[src/rtl/palette_pkg.sv]
// Shared palette constants and types for the sprite palette arbiter.
package palette_pkg;

   localparam int unsigned NUM_COLORS = 18;
   localparam int unsigned IDX_W      = 5;

   localparam logic [IDX_W-1:0] TRANSPARENT_IDX = 5'd0;
   localparam logic [IDX_W-1:0] BG_IDX          = 5'd2;
   localparam logic [IDX_W-1:0] FLASH_IDX       = 5'd10;

   typedef struct packed {
      logic [7:0] r;
      logic [7:0] g;
      logic [7:0] b;
   } rgb_t;

   typedef enum logic {
      IDLE  = 1'b0,
      FLASH = 1'b1
   } flash_state_t;

endpackage

[src/rtl/sprite_palette_arbiter_flash_ctrl.sv]
// Hit-flash FSM: counts frames of a flash and toggles the on/off phase.
module flash_ctrl
   import palette_pkg::*;
#(
   parameter int FLASH_FRAMES = 60,
   parameter int FLASH_PERIOD = 4
) (
   input  logic clk,
   input  logic reset,
   input  logic frame_start,
   input  logic hit_pulse,
   output logic phase_on,
   output logic flash_active
);

   localparam int FW = (FLASH_FRAMES > 1) ? $clog2(FLASH_FRAMES) : 1;
   localparam int PW = (FLASH_PERIOD > 1) ? $clog2(FLASH_PERIOD) : 1;

   flash_state_t   state, state_n;
   logic [FW-1:0]  frame_cnt, frame_n;
   logic [PW-1:0]  phase_cnt, phase_n;
   logic           on_n;

   always_ff @(posedge clk) begin
      if (reset) begin
         state        <= IDLE;
         frame_cnt    <= '0;
         phase_cnt    <= '0;
         phase_on     <= 1'b0;
         flash_active <= 1'b0;
      end else begin
         state        <= state_n;
         frame_cnt    <= frame_n;
         phase_cnt    <= phase_n;
         phase_on     <= on_n;
         flash_active <= (state_n == FLASH);
      end
   end

   // A hit always restarts the flash and swallows a coincident frame tick.
   always_comb begin
      state_n = state;
      frame_n = frame_cnt;
      phase_n = phase_cnt;
      on_n    = phase_on;
      if (hit_pulse) begin
         state_n = FLASH;
         frame_n = '0;
         phase_n = '0;
         on_n    = 1'b1;
      end else if (state == FLASH && frame_start) begin
         frame_n = frame_cnt + 1'b1;
         if (phase_cnt == PW'(FLASH_PERIOD - 1)) begin
            phase_n = '0;
            on_n    = ~phase_on;
         end else begin
            phase_n = phase_cnt + 1'b1;
         end
         if (frame_cnt == FW'(FLASH_FRAMES - 1)) begin
            state_n = IDLE;
            frame_n = '0;
            phase_n = '0;
            on_n    = 1'b0;
         end
      end
   end

endmodule

[src/rtl/sprite_palette_arbiter.sv]
// Per-pixel layer priority select and palette lookup, two-stage pipeline.
module sprite_palette_arbiter
   import palette_pkg::*;
#(
   parameter int NUM_LAYERS   = 4,
   parameter int FLASH_LAYER  = 0,
   parameter int FLASH_FRAMES = 60,
   parameter int FLASH_PERIOD = 4
) (
   input  logic                                  Clk,
   input  logic                                  Reset,
   input  logic [0:NUM_COLORS-1][0:2][7:0]       palette,
   input  logic [0:NUM_LAYERS-1][IDX_W-1:0]      layer_idx,
   input  logic                                  de_in,
   input  logic                                  frame_start,
   input  logic                                  hit_pulse,
   output logic [7:0]                            VGA_R,
   output logic [7:0]                            VGA_G,
   output logic [7:0]                            VGA_B,
   output logic                                  de_out,
   output logic                                  flash_active
);

   localparam int LW = (NUM_LAYERS > 1) ? $clog2(NUM_LAYERS) : 1;

   logic             phase_on;
   logic             found;
   logic [LW-1:0]    win;
   logic [IDX_W-1:0] win_idx;
   logic [IDX_W-1:0] sel_n, sel_q;
   logic             de_s1;
   rgb_t             rgb;

   flash_ctrl #(
      .FLASH_FRAMES (FLASH_FRAMES),
      .FLASH_PERIOD (FLASH_PERIOD)
   ) u_flash (
      .clk          (Clk),
      .reset        (Reset),
      .frame_start  (frame_start),
      .hit_pulse    (hit_pulse),
      .phase_on     (phase_on),
      .flash_active (flash_active)
   );

   // Scan high to low so the lowest-numbered drawing layer is kept.
   always_comb begin
      found   = 1'b0;
      win     = '0;
      win_idx = '0;
      for (int i = NUM_LAYERS - 1; i >= 0; i--) begin
         if (layer_idx[i] != TRANSPARENT_IDX) begin
            found   = 1'b1;
            win     = LW'(i);
            win_idx = layer_idx[i];
         end
      end
   end

   always_comb begin
      sel_n = win_idx;
      if (!de_in)
         sel_n = '0;
      else if (!found)
         sel_n = BG_IDX;
      else if (flash_active && phase_on && win == LW'(FLASH_LAYER))
         sel_n = FLASH_IDX;
   end

   always_ff @(posedge Clk) begin
      if (Reset) begin
         sel_q <= '0;
         de_s1 <= 1'b0;
      end else begin
         sel_q <= sel_n;
         de_s1 <= de_in;
      end
   end

   always_comb begin
      rgb = '0;
      if (32'(sel_q) < NUM_COLORS) begin
         rgb.r = palette[sel_q][0];
         rgb.g = palette[sel_q][1];
         rgb.b = palette[sel_q][2];
      end
   end

   always_ff @(posedge Clk) begin
      if (Reset || !de_s1) begin
         VGA_R <= '0;
         VGA_G <= '0;
         VGA_B <= '0;
      end else begin
         VGA_R <= rgb.r;
         VGA_G <= rgb.g;
         VGA_B <= rgb.b;
      end
      if (Reset)
         de_out <= 1'b0;
      else
         de_out <= de_s1;
   end

endmodule

[config.mk]
export PLATFORM = sky130hd
export DESIGN_NAME = sprite_palette_arbiter
export DESIGN_NICKNAME = d
export VERILOG_FILES = /design/src/rtl/palette_pkg.sv /design/src/rtl/sprite_palette_arbiter_flash_ctrl.sv /design/src/rtl/sprite_palette_arbiter.sv
export SDC_FILE = /design/constraint.sdc
export NUM_CORES = 1
export LEC_CHECK = 0
export BUFFER_PORTS_ARGS = -buffer_cell sky130_fd_sc_hd__buf_2
export CORE_AREA = 2 2 186 188
export DETAILED_ROUTE_END_ITERATION = 8
export DIE_AREA = 0 0 188 190
export GPL_ROUTABILITY_DRIVEN = 1
export GPL_TIMING_DRIVEN = 0
export MAX_ROUTING_LAYER = met4
export PLACE_DENSITY = 0.44
export SYNTH_ARGS = -nofsm -noshare
export SYNTH_HDL_FRONTEND = slang
export SYNTH_HIERARCHICAL = 1
export SYNTH_SLANG_ARGS = --single-unit
[constraint.sdc]
create_clock -name Clk -period 3.4 [get_ports Clk]
set_input_delay 0.34 -clock Clk [delete_from_list [all_inputs] [get_ports Clk]]
set_output_delay 0.34 -clock Clk [all_outputs]
set_load 0.01 [all_outputs]
# == Yosys cells after proc, flatten, opt, wreduce, memory -nomap -nowiden ==
# Cells that the tools add are included.
# op_classes
n_bitwise,5
n_lt_le_gt_ge,2
n_reduce_logical,20
mul,0
n_shift,0
mux,27
eq_ne,2
div_mod_pow,0
addsub,2
# ops
operator,n
binary-select mux 24 bit (select 5 bit),1
2-to-1 mux 24 bit,2
2-to-1 mux 5 bit,4
nonzero test 5 bit,4
2-to-1 mux 2 bit,7
2-to-1 mux 1 bit,11
"adder 6 x 1 -> 6 bit, second input constant",1
"equality test 6 bit, second input constant",1
">= comparator 6 bit, second input constant",1
2-to-1 mux 6 bit,1
inverter 5 -> 6 bit,1
OR reduction 2 bit,3
"< comparator 5 bit, second input constant",1
2-to-1 mux 4 bit,1
inverter 1 bit,4
AND reduction 2 bit,2
nonzero test 2 bit,2
OR reduction 4 bit,1
logical AND 1 bit,3
nonzero test 3 bit,1
OR reduction 3 bit,1
"adder 2 x 1 -> 2 bit, second input constant",1
"equality test 2 bit, second input constant",1
zero test 2 bit,1
2 further kinds,2
# word_totals
latchBits,0
register_bits,41
romBits,0
input_bits,457
ramBits,0
wordCells,70
mem_count,0

# == Longest topological paths before layout ==
# depth
word_depth,9
mapped_depth,7
ltp_nobuf,4

# == Modules after synthesis ==
# The synthesis kept the hierarchy.
# modules_own_cells
module,instances,area_each_um2,cells_each
sprite_palette_arbiter,1,4528.1,390
flash_ctrl,1,496.7,60

# == Worst setup path after synthesis ==
# Ideal clock, no wire load.
# synth_path
path_kind,flip-flop to flip-flop
startpoint,reg sel_q[0]
endpoint,reg VGA_B[7]
arrival_time_ps,1510
stages_incl_launch_ff,7
setup_time_ps,116
setup_slack_ps,1774
cell_sequence,dfxtp_1 buf_6 buf_6 mux4_2 a22oi_1 nand3_1 and3b_1
# synth_via
elab_chain_len,4
elab_cells_between_ends,7
classes_between,1 x order compare; 3 x mux; 2 x bitwise; 1 x reduce/logical
# synth_lines
element,line_no,source
"start, declared",sprite_palette_arbiter.sv:30,"logic [IDX_W-1:0] sel_n, sel_q;"
"start signal, assigned",sprite_palette_arbiter.sv:75,sel_q <= sel_n;
inverter 5 -> 6 bit (not written as such),sprite_palette_arbiter.sv:85,rgb.b = palette[sel_q][2];
binary-select mux 24 bit (select 5 bit),sprite_palette_arbiter.sv:85,
2-to-1 mux 24 bit (not written as such) (2 in series),sprite_palette_arbiter.sv:85,
"end signal, assigned",sprite_palette_arbiter.sv:97,VGA_B <= rgb.b;
"end, declared",sprite_palette_arbiter.sv:19,"output logic [7:0] VGA_B,"
# Several ways; a longest one is shown, not always the timed one. The select of a mux whose other input is x is not followed.
# A chain may end at the register's enable or synchronous reset.

# == Worst setup path after layout ==
# layout_path
startpoint,reg sel_q[2]
endpoint,reg VGA_G[7]
# layout_via
elab_chain_len,4
elab_cells_between_ends,7
classes_between,1 x order compare; 3 x mux; 2 x bitwise; 1 x reduce/logical
# layout_lines
element,line_no,source
inverter 5 -> 6 bit (not written as such),sprite_palette_arbiter.sv:84,rgb.g = palette[sel_q][1];
binary-select mux 24 bit (select 5 bit),sprite_palette_arbiter.sv:84,
2-to-1 mux 24 bit (2 in series),--,
"end signal, assigned",sprite_palette_arbiter.sv:96,VGA_G <= rgb.g;
"end, declared",sprite_palette_arbiter.sv:18,"output logic [7:0] VGA_G,"
# Several ways; a longest one is shown, not always the timed one. The select of a mux whose other input is x is not followed.

==> summary by stage <==
STA
In the final timing run, aggregate negative setup slack is 0 ns. The transition time at the pin with the least slew margin is ~1.2 ns. Setup repair after global routing left no endpoint under its margin. The share of the clock period used by the worst path is 0.8700. The final hold violation count is 0.

The clock arrives with approximately 0.009 ns of skew. The number of setup violations in the final report is 0. The smallest hold slack is between 0.3 and 0.4 ns. The fmax is about 340 MHz. In this run the tightest slew margin relative to its limit is 0.2006. The post-layout minimum cycle time is 2.958 ns. The count of pins over their slew limit is 0.

Run status
The run finished with clean final reports.

Detailed routing
For this run, design rule violations remaining after detail routing come to 0. The final antenna-violating net count is 0. In the routed layout, each cell is associated on average with a via count of 4.498. The DRC marker count from the first detailed-route iteration is 355. Detailed routing inserted a total of around 6300 vias.

After detailed routing, the average wire length per cell comes to about 22 um. For this run, the detailed router's first-pass iteration total came to 6. The total routed wirelength is slightly above 30000 um.

Critical path
The critical register-to-register path endpoint is VGA_G[7]. The worst setup path is launched from a flop. The required time of the critical path is between 3 and 4 ns.

For the worst flop-to-flop path, the logic depth is 6. The kind of capture point of the worst setup path is a flop. The largest single stage delay on the critical path is roughly 0.9 ns. On the critical path, the stage with the largest delay is an instance of sky130_fd_sc_hd__clkbuf_1. The worst register-to-register path begins at sel_q[2]. Together, buffers and inverters on the worst path number 2. Data arrives at the worst endpoint at between 3 and 4 ns. Setup slack on the worst reg-to-reg path comes out at roughly 0.44 ns. The critical path goes through buf_4 -> clkbuf_1 -> mux4_2 -> a22oi_1 -> nand3_1 -> and3b_1. The kind of critical path is flop to flop. Broken down by cell family, the worst path's largest delay share belongs to buffers and inverters. The maximum fanout along the worst path is 10.

Hold path
The tightest min-delay check is of the input port to flop type. The path with the worst hold slack has its endpoint at sel_q[0]. In this run the most critical hold path is launched from layer_idx[15].

Along the worst hold path, the cell count comes to 3.

Synth
The average footprint of a synthesized cell is about 11 um2. The netlist area before placement is between 5000 and 6000 um2. When the netlist entered floorplanning its net count stood at 909. In the synthesized netlist, the number of instances is 450. The most area-hungry cell type in the Yosys netlist is sky130_fd_sc_hd__mux4_2. The share of the synthesized area in the top cell type is 0.3227. The sequential area share after synthesis is 0.1633. By area the synthesized netlist is led by sky130_fd_sc_hd__mux4_2 32%, sky130_fd_sc_hd__dfxtp_1 16%, sky130_fd_sc_hd__mux2_2 10%, sky130_fd_sc_hd__mux2i_1 7.2%, sky130_fd_sc_hd__a22oi_1 3.6%. After synthesis the netlist holds a flip-flop and latch count of 41. The distinct cell type count after synthesis is 54. For this run, the number of Yosys warnings is 6.

The number of enable flip-flop cells after synthesis is 0. Of all flip-flops after synthesis, the portion carrying an async set or reset was 0. For this run, the leading register cell type out of synthesis is sky130_fd_sc_hd__dfxtp_1.

Final layout
Compared with the post-synthesis result, the final layout area differs by 62.57%. The number of nets in the final layout is around 1400. Summing all multi-input logic gate instances after layout gives roughly 3900 um2. Of the cells placed in the final design, the portion with a size suffix greater than 1 is 0.6922. The area taken by flip-flops and latches is 820.8 um2. The layout filler cell count is 3743.

Floorplanning
The overall die height is 190 um. The placement row count is 68. The floorplan step set the die width to about 190 um. The number of top-level design ports is between 400 and 500. The floorplan step defined a die boundary enclosing approximately 36000 um2. For this configuration, the core starts out at a cell density of 0.1480.

The total core area is around 34000 um2.

CTS
Clock-pin slew was measured on the worst setup and hold paths at 0.07 ns. The number of buffers created by CTS is 5. Post-CTS repair changed the size of 0 cells. The H-tree depth is 2. The clock tree root driver cell is sky130_fd_sc_hd__clkbuf_16. The number of buffers added for setup after CTS is 0. The number of hold buffers added after CTS was 0. TritonCTS built the clock tree.

The clock net sink count is just over 40. The clock reaches the later pin of the worst-skew pair after about 0.30 ns. The maximum clock path buffer count is 2.

Pwr
For this design the ratio of total power to cell area is 225.8 nW/um2. The worst-case IR drop observed on VDD is approximately 0.16 mV. The leakage power is 0.003705 uW.

Global routing
The via count of the first global-routing pass came to between 6000 and 7000. The total routing resource utilization after global routing is 0.1676. For this run the aggregate overflow at the end of global routing stands at 0. Entering global routing, the biggest net connects 13 pins.

The first global-routing pass estimated 42210 um of wire. The initial antenna violation count is 1.

Placement
The placed wire-length estimate is 26640 um. The number of buffers inserted by port buffering is ~480. The global placer's final weighted congestion is just over 0.9.

Job
The number of violations of the max-capacitance limit is 0.
[worst max path at each step]
| stage | startpoint | to | slack (ns) | depth (start not counted) |
|---|---|---|---|---|
| floorplan | sel_q[0] | VGA_B[7] | 1.77 | 6 |
| CTS | sel_q[2] | VGA_B[7] | 0.40 | 6 |
| global route | sel_q[2] | VGA_B[7] | 0.27 | 6 |
| global placement | sel_q[2] | VGA_B[7] | 0.44 | 6 |
| detailed placement | sel_q[2] | VGA_B[7] | 0.43 | 6 |
| finish | sel_q[2] | VGA_G[7] | 0.44 | 6 |
[through the flow]
step | utilization | power, uW | instance area (um2) | std cells | setup WS (ns)
floorplan | - | 872.3 | 5025 | 450 | 1.774
global placement | 0.2358 | 1281 | 8006 | 1387 | 0.4419
detailed placement | 0.2358 | 1287 | 8006 | 1387 | 0.4255
CTS | 0.2406 | 1890 | 8167 | 1394 | 0.4035
global route | 0.2406 | 1952 | 8169 | 1395 | 0.2702
finish | 0.2406 | 1844 | 8169 | 1395 | 0.4420
[metal layers]
metal / vias to the layer above / wire, um / global-route usage
met5: - / 0 / -
met2: 285 / 14760 / 0.2678
met1: 3093 / 13530 / 0.2201
met4: 0 / 467 / 0.03422
met3: 26 / 2047 / 0.03302
li1: 2871 / - / -
[cell usage after synthesis (all sizes together), types with 2 or more instances]
library cell / number
a222oi: 12
buf: 32
o21ai: 13
or3: 3
nor4b: 2
nor3b: 2
o31ai: 3
inv: 7
a22oi: 24
a31o: 3
a21oi: 22
o211ai: 5
ha: 2
a31oi: 4
nand3: 16
a221oi: 3
nand2: 23
dfxtp: 41
nor4: 3
mux2i: 36
nor2: 9
or4: 4
mux4: 72
nand4: 2
o22a: 12
and2: 4
mux2: 48
nor2b: 2
nand3b: 2
and3b: 13
clkbuf: 13
[flip-flops by register name, summed over array words and instances (netlist names)]
| name | flops |
|---|---|
| VGA_R | 8 |
| VGA_G | 8 |
| VGA_B | 8 |
| sel_q | 5 |
| u_flash/phase_on | 1 |
| u_flash/frame_cnt | 6 |
| u_flash/phase_cnt | 2 |
| de_out | 1 |
| u_flash/state | 1 |
| de_s1 | 1 |
[cells by family (layout without fill, tap and decap cells)]
family / count (synthesis) / in the layout / share of synthesized area
AOI/OAI and AO/OA: 109 / 109 / 0.1571
adders and majority gates: 2 / 2 / 0.004979
buffers and inverters: 52 / 541 / 0.05951
DFF: 41 / 41 / 0.1633
muxes: 156 / 156 / 0.5020
other: 0 / 1 / 0
and+or+nand+nor: 90 / 90 / 0.1130
[final cells by class]
cell class	instances	area share
Clock buffer	5	0.01532
Inverter	7	0.003216
Tap cell	455	0.06969
Timing Repair Buffer	482	0.2953
Clock inverter	2	0.004289
Antenna cell	1	0.0003063
Buffer	45	0.03339
Multi-Input combinational cell	357	0.4780
Sequential cell	41	0.1005
[cells in the final DEF, fill, tap and decap left out, drive strengths merged, types with 2 or more instances in the layout]
cell type  count
nor4b          2
a31o           3
o31ai          3
a221oi         3
mux4          72
a21oi         22
or4            4
buf          514
nand2         23
a22oi         24
nand3b         2
a222oi        12
ha             2
a31oi          4
and3b         13
nand3         16
dfxtp         41
mux2i         36
clkbuf        18
inv            7
nor3b          2
o21ai         13
nor4           3
nand4          2
and2           4
o22a          12
or3            3
nor2           9
o211ai         5
mux2          48
nor2b          2
[worst register-to-register path, cell delays in order, from the launching register on]
cell                       delay (ns)
sky130_fd_sc_hd__dfxtp_1         0.38
sky130_fd_sc_hd__buf_4           0.25
sky130_fd_sc_hd__clkbuf_1        0.92
sky130_fd_sc_hd__mux4_2          0.43
sky130_fd_sc_hd__a22oi_1         0.49
sky130_fd_sc_hd__nand3_1         0.16
sky130_fd_sc_hd__and3b_1         0.23
[report_power, final]
| part | leakage [uW] | internal (uW) | switching [uW] |
|---|---|---|---|
| sequential | 0.000334 | 498 | 7.93 |
| clock | 0.0000797 | 342 | 228 |
| combinational | 0.00329 | 428 | 340 |
Power figures use the tool's default switching activity.
